**src/rtl/seq_divider_if.sv**
```systemverilog
// seq_divider_if: set/ready handshake bundle between the lab controller and the divider
interface seq_divider_if #(parameter int N = 4);
  logic         set;
  logic [N-1:0] a;
  logic [N-1:0] b;
  logic         ready;
  logic [N-1:0] q;
  logic [N-1:0] r;
  logic         div_by_zero;
  modport master (output set, a, b, input ready, q, r, div_by_zero);
  modport slave (input set, a, b, output ready, q, r, div_by_zero);
endinterface

```
**src/rtl/seq_divider.sv**
```systemverilog
// seq_divider: restoring unsigned divider, one quotient bit per clock, MSB first
module seq_divider #(parameter int N = 4) (
  input logic         clk,
  input logic         rst_n,
  seq_divider_if.slave bus
);
  localparam int CW = (N > 2) ? $clog2(N) : 1;
  typedef enum logic [1:0] {IDLE = 2'd0, RUN = 2'd1, DONE = 2'd2} state_t;
  state_t        state;
  logic [N-1:0]  dq;
  logic [N-1:0]  dv;
  logic [N-1:0]  rem;
  logic [CW-1:0] cnt;
  logic          zero;
  logic [N:0]    t;
  logic [N:0]    diff;
  logic          ge;
  // trial remainder: shift the next dividend bit into the partial remainder and try the subtract
  always_comb begin
    t    = {rem, dq[N-1]};
    diff = t - {1'b0, dv};
    ge   = t >= {1'b0, dv};
  end
  // control FSM and datapath; dq holds the latched dividend, which is also the zero-divide remainder
  always_ff @(posedge clk) begin
    if (!rst_n) begin
      state           <= IDLE;
      dq              <= '0;
      dv              <= '0;
      rem             <= '0;
      cnt             <= '0;
      zero            <= 1'b0;
      bus.ready       <= 1'b0;
      bus.q           <= '0;
      bus.r           <= '0;
      bus.div_by_zero <= 1'b0;
    end else begin
      bus.ready <= 1'b0;
      case (state)
        IDLE: if (bus.set) begin
          dq    <= bus.a;
          dv    <= bus.b;
          rem   <= '0;
          cnt   <= CW'(N - 1);
          zero  <= bus.b == '0;
          state <= (bus.b == '0) ? DONE : RUN;
        end
        RUN: begin
          dq    <= {dq[N-2:0], ge};
          rem   <= ge ? diff[N-1:0] : t[N-1:0];
          cnt   <= cnt - 1'b1;
          state <= (cnt == '0) ? DONE : RUN;
        end
        DONE: begin
          bus.q           <= zero ? '1 : dq;
          bus.r           <= zero ? dq : rem;
          bus.div_by_zero <= zero;
          bus.ready       <= 1'b1;
          state           <= IDLE;
        end
        default: state <= IDLE;
      endcase
    end
  end
endmodule

```
**src/flat_wrapper.sv**
```systemverilog
// flat-port wrapper written by rule: the top's interface ports become plain ports
module seq_divider_flat 
#(parameter int N = 4)
  (clk, rst_n, bus_set, bus_a, bus_b, bus_ready, bus_q, bus_r, bus_div_by_zero);
  seq_divider_if #(.N(N)) bus_i ();
  input logic clk;
  input logic rst_n;
  input wire logic [$bits(bus_i.set)-1:0] bus_set;
  input wire logic [$bits(bus_i.a)-1:0] bus_a;
  input wire logic [$bits(bus_i.b)-1:0] bus_b;
  output wire logic [$bits(bus_i.ready)-1:0] bus_ready;
  output wire logic [$bits(bus_i.q)-1:0] bus_q;
  output wire logic [$bits(bus_i.r)-1:0] bus_r;
  output wire logic [$bits(bus_i.div_by_zero)-1:0] bus_div_by_zero;
  assign bus_i.set = bus_set;
  assign bus_i.a = bus_a;
  assign bus_i.b = bus_b;
  assign bus_ready = bus_i.ready;
  assign bus_q = bus_i.q;
  assign bus_r = bus_i.r;
  assign bus_div_by_zero = bus_i.div_by_zero;
  seq_divider #(.N(N)) u_core (.clk(clk), .rst_n(rst_n), .bus(bus_i));
endmodule
```
**config.mk**
```make
export PLATFORM = sky130hd
export DESIGN_NAME = seq_divider_flat
export DESIGN_NICKNAME = d
export VERILOG_FILES = /design/src/rtl/seq_divider_if.sv /design/src/rtl/seq_divider.sv /design/src/flat_wrapper.sv
export SDC_FILE = /design/constraint.sdc
export NUM_CORES = 1
export LEC_CHECK = 0
export CAP_MARGIN = 40
export CORE_AREA = 2 2 61 48
export CTS_BUF_LIST = sky130_fd_sc_hd__clkbuf_16
export DETAILED_ROUTE_END_ITERATION = 8
export DIE_AREA = 0 0 63 50
export HOLD_SLACK_MARGIN = 0.02
export PLACE_DENSITY = 0.8
export SLEW_MARGIN = 15
export SYNTH_ARGS = -nofsm -noshare
export SYNTH_HDL_FRONTEND = slang
export SYNTH_SLANG_ARGS = --single-unit
```
**constraint.sdc**
```tcl
create_clock -name clk -period 4 [get_ports clk]
set_input_delay 0.8 -clock clk [delete_from_list [all_inputs] [get_ports clk]]
set_output_delay 0.8 -clock clk [all_outputs]
set_load 0.01 [all_outputs]
```
Word-level counts from Yosys, hierarchy flattened
Cells that the tools add are included.

Word-level logic and storage cells: 36. Register bits after elaboration: 27.

Reduce and logical (&&, ||, !) cells: 6. Order comparisons: 1. Multiplexer cells: 14. Add/sub/neg operators: 2. Equal/unequal tests: 3.

Operators by type and width (number): $mux 4 (5); $pmux 4 s2 (2); $mux 2 (4); $pmux 2 s2 (2); $ge 5x4->1 (1); $logic_not 2->1 (2); $logic_not 4->1 (1); $reduce_and 2->1 (2); $sub 4x4->4 (1); $eq 2x1->1 const B (1); $eq 2x2->1 const B (1); $ne 2x2->1 const B (1); $reduce_bool 2->1 (1); $sub 2x1->2 const B (1); $mux 1 (1).

Longest topological paths before layout
Word-level depth: 4. Depth in mapped cells: 6. Depth with buffers taken out: 6.

Least setup slack after synthesis
OpenSTA, ideal clock, no wires.

Path kind: register -> register. From: register u_core.dq[3]. To: register u_core.rem[3]. Library setup time: 117 ps. Setup slack: 2280 ps. Stages on the path, launching flop included: 7. Required time: 3883 ps. Buffers on the path: 0. Clock period less this slack: 1720 ps. Arrival: 1602 ps. Cell sequence: dfxtp_1 > inv_1 > ha_1 > nand2b_1 > a21o_1 > a311o_1 > a32o_1.

Word-level cells in the longest chain between the ends: 3.

RTL lines: start: declaration (line seq_divider.sv:10) `logic [N-1:0] dq;`; start signal: assignment (line seq_divider.sv:41) `dq <= bus.a;`; start signal: assignment (line seq_divider.sv:49) `dq <= {dq[N-2:0], ge};`; $sub 4x4->4 or $ge 5x4->1 (tied branches) (line seq_divider.sv:21, seq_divider.sv:22); $mux 4 * (line seq_divider.sv:50) `rem <= ge ? diff[N-1:0] : t[N-1:0];`; $pmux 4 s2 * (line seq_divider.sv:39) `case (state)`; end signal: assignment (line seq_divider.sv:50); end: declaration (line seq_divider.sv:12) `logic [N-1:0] rem;`.

Every way passes the cells marked *; elsewhere a longest branch is shown, timed or not. A chain may end at the register's enable or synchronous reset.

==> results.yml <==
status:
  outcome: "completed"
floorplan:
  die_w_um: 63
  initial_core_util_pct: 53.99
  rows: 16
  die_y_um: 50
  io_pins: 21
  coreArea_um2: 2542
  dieArea_um2: 3150
routing:
  drc: 0
  vias_per_cell: 5.240
  firstDrtPassIters: 3
  ant_nets: 0
  drt_iter0_drc: 37
  vias: 1069
  wl_per_cell_um: 12.07
  routed_wl_mm: 2.463
sta:
  post-route-period-util_pct: 56.53
  slew_viol_final: 0
  setup-violations-final: 0
  tightest_slew_ps: 761.8
  fin_skew_ps: 3.345
  hold_viol_final: 0
  setup_tns_ps: 0
  slew_headroom_pct: 49.16
  fin_crit_ps: 2261
  rsz0062_at_grt: "false"
  clock.fmax_mhz: 442.2
yosys:
  yosys-top-cells-area: "dfxtp_1 (39%), mux2i_1 (8.8%), nor2_1 (7.4%)"
  synthDistinctLibCells: 35
  synth_edf_count: 0
  synth_warnings: 0
  netlist.area_leader.share_pct: 39.38
  synth_top_area_cell: "dfxtp_1"
  ys_seq_area_share_pct: 39.38
  postSynth.asyncResetShare_pct: 0
  synth_fp_nets: 168
  synth_ff_type: "dfxtp_1"
  synth_seq_cells: 27
  synthesis.area_um2: 1373
  netlist_instances: 151
  avgSynthCellArea_um2: 9.090
place:
  dp_hpwl_mm: 1.894
  gp_congestion: 0.8787
  portBuffers: 20
critical_path:
  worstPathRequired_ps: 4200
  crit_path_start_kind: "primary input"
  crit_arrival_ps: 2460
  critPathMaxFanout: 22
  cp-end-kind: "register"
  critical_path_class: "primary input to register"
pwr:
  netSwitchingFraction_pct: 26.29
  pwr-share-seq_pct: 45.8
  irDropWorstVdd_mv: 0.2397
  internal_power_uw: 491.8
  power_switching_uw: 175.4
  leakage_uw: 0.0006198
  clock_power_share_pct: 33.7
  comb_power_share_pct: 20.4
  p_per_area_nw_per_um2: 403.0
layout:
  fin_util_pct: 65.11
  n_antenna_cell: 0
  syn_to_final_growth_pct: 20.60
  drive_gt1_share_pct: 8.333
  final_cell_mix: "nor2_1 (27), dfxtp_1 (27), clkdlybuf4s50_1 (20)"
  fin_nets: 186
clock_tree:
  hold_buffers: 0
  clock_path_buffers: 2
  clkTransAtPathRegs_ps: 60
  cts-root-buf: "clkbuf_16"
  htree_levels: 1
  numCtsBuffers: 3
  cts_tree: "done"
  cts_resized: 0
  clock-sinks: 27
  cts_setup_buffers: 0
  clkLatencyLatePin_ps: 260
grt:
  antenna_found_initial: 0
  first_global_vias: 1030
  grt_usage_pct: 17.06
  grt_pass1_wl_mm: 4.353
  overflow: 0
  grt_max_degree: 23
min_path:
  hold_path.class: "register to register"
job:
  maxCapViolCount: 0
-- worst max-delay path, stage by stage --
cell             delay, ps
clkdlybuf4s50_1        510
inv_1                  340
nor2_8                 250
or4b_1                 460
nand3_1                100
-- through the flow --
step | instance area [um^2] | total power (uW) | setup slack (ps) | instances | hold WS (ps)
final | 1655 | 667.2 | 1739 | 204 | 496.5
after floorplan | 1373 | 412.6 | 2280 | 151 | 455.5
after CTS | 1655 | 674.1 | 1738 | 204 | 499.7
after global placement | 1573 | 443.9 | 1565 | 200 | 480.6
after global routing | 1655 | 705.6 | 1624 | 204 | 521.1
after detailed placement | 1573 | 448.0 | 1469 | 200 | 489.8
-- registers in the layout, summed over array words and instances (netlist names) --
register / count
u_core.state: 2
u_core.cnt: 2
u_core.bus.r: 4
u_core.zero: 1
u_core.rem: 4
u_core.bus.div_by_zero: 1
u_core.bus.ready: 1
u_core.dq: 4
u_core.dv: 4
u_core.bus.q: 4
-- layout make-up --
class | instances | area (um^2)
Clock buffer | 3 | 75.07
Clock inverter | 1 | 7.507
Multi-Input combinational cell | 107 | 749.5
Inverter | 10 | 37.54
Timing Repair Buffer | 20 | 200.2
Sequential cell | 27 | 540.5
Tap cell | 36 | 45.04
Fill cell | 215 | 887.1
-- cells by family (layout without fill, tap and decap cells) --
family | after synthesis | in the layout | synth area share, %
compound gates | 32 | 32 | 17.59
xor+xnor | 1 | 1 | 0.6382
fa+ha+maj | 6 | 6 | 6.016
buf+inv | 17 | 34 | 6.016
flops | 27 | 27 | 39.38
mux | 12 | 12 | 8.751
simple gates | 56 | 56 | 21.60
-- cell usage after synthesis, types with 2 or more instances --
cell type,instances
mux2i_1,12
nor2_1,27
nand2_1,8
nor2b_1,2
or4b_1,2
ha_1,5
nand3_1,2
a21oi_1,8
a211oi_1,11
o21ai_0,2
clkbuf_1,4
nand3b_1,2
buf_6,2
or2_2,4
inv_1,10
dfxtp_1,27
o211ai_1,4
nor3_1,2
-- power groups by stage --
stage	sequential [uW]	combinational, uW	clock (uW)
CTS	306	138	231
global route	308	153	244
detailed placement	312	136	0
global placement	311	133	0
floorplan	307	106	0
finish	306	136	225
-- layer usage --
layer | up-vias | wire, um | global-route usage (%) | part of all wire [%]
met3 | 0 | 82 | 4.110 | 3.3
met5 | - | 0 | 0 | 0
met4 | 0 | 0 | 2.222 | 0
met2 | 17 | 1195 | 30.14 | 49
met1 | 489 | 1184 | 21.63 | 48
li1 | 563 | - | - | -
-- final timing paths --
check                   from         endpoint  slack (ps)  cells past startpoint
max                    rst_n    u_core.rem[1]        1740                      5
min          u_core.bus.q[1]  u_core.bus.q[1]         500                      2
max reg2reg     u_core.dq[3]     u_core.dq[0]        2120                      6
min reg2reg  u_core.bus.q[1]  u_core.bus.q[1]         500                      2
Power figures use the tool's default switching activity.
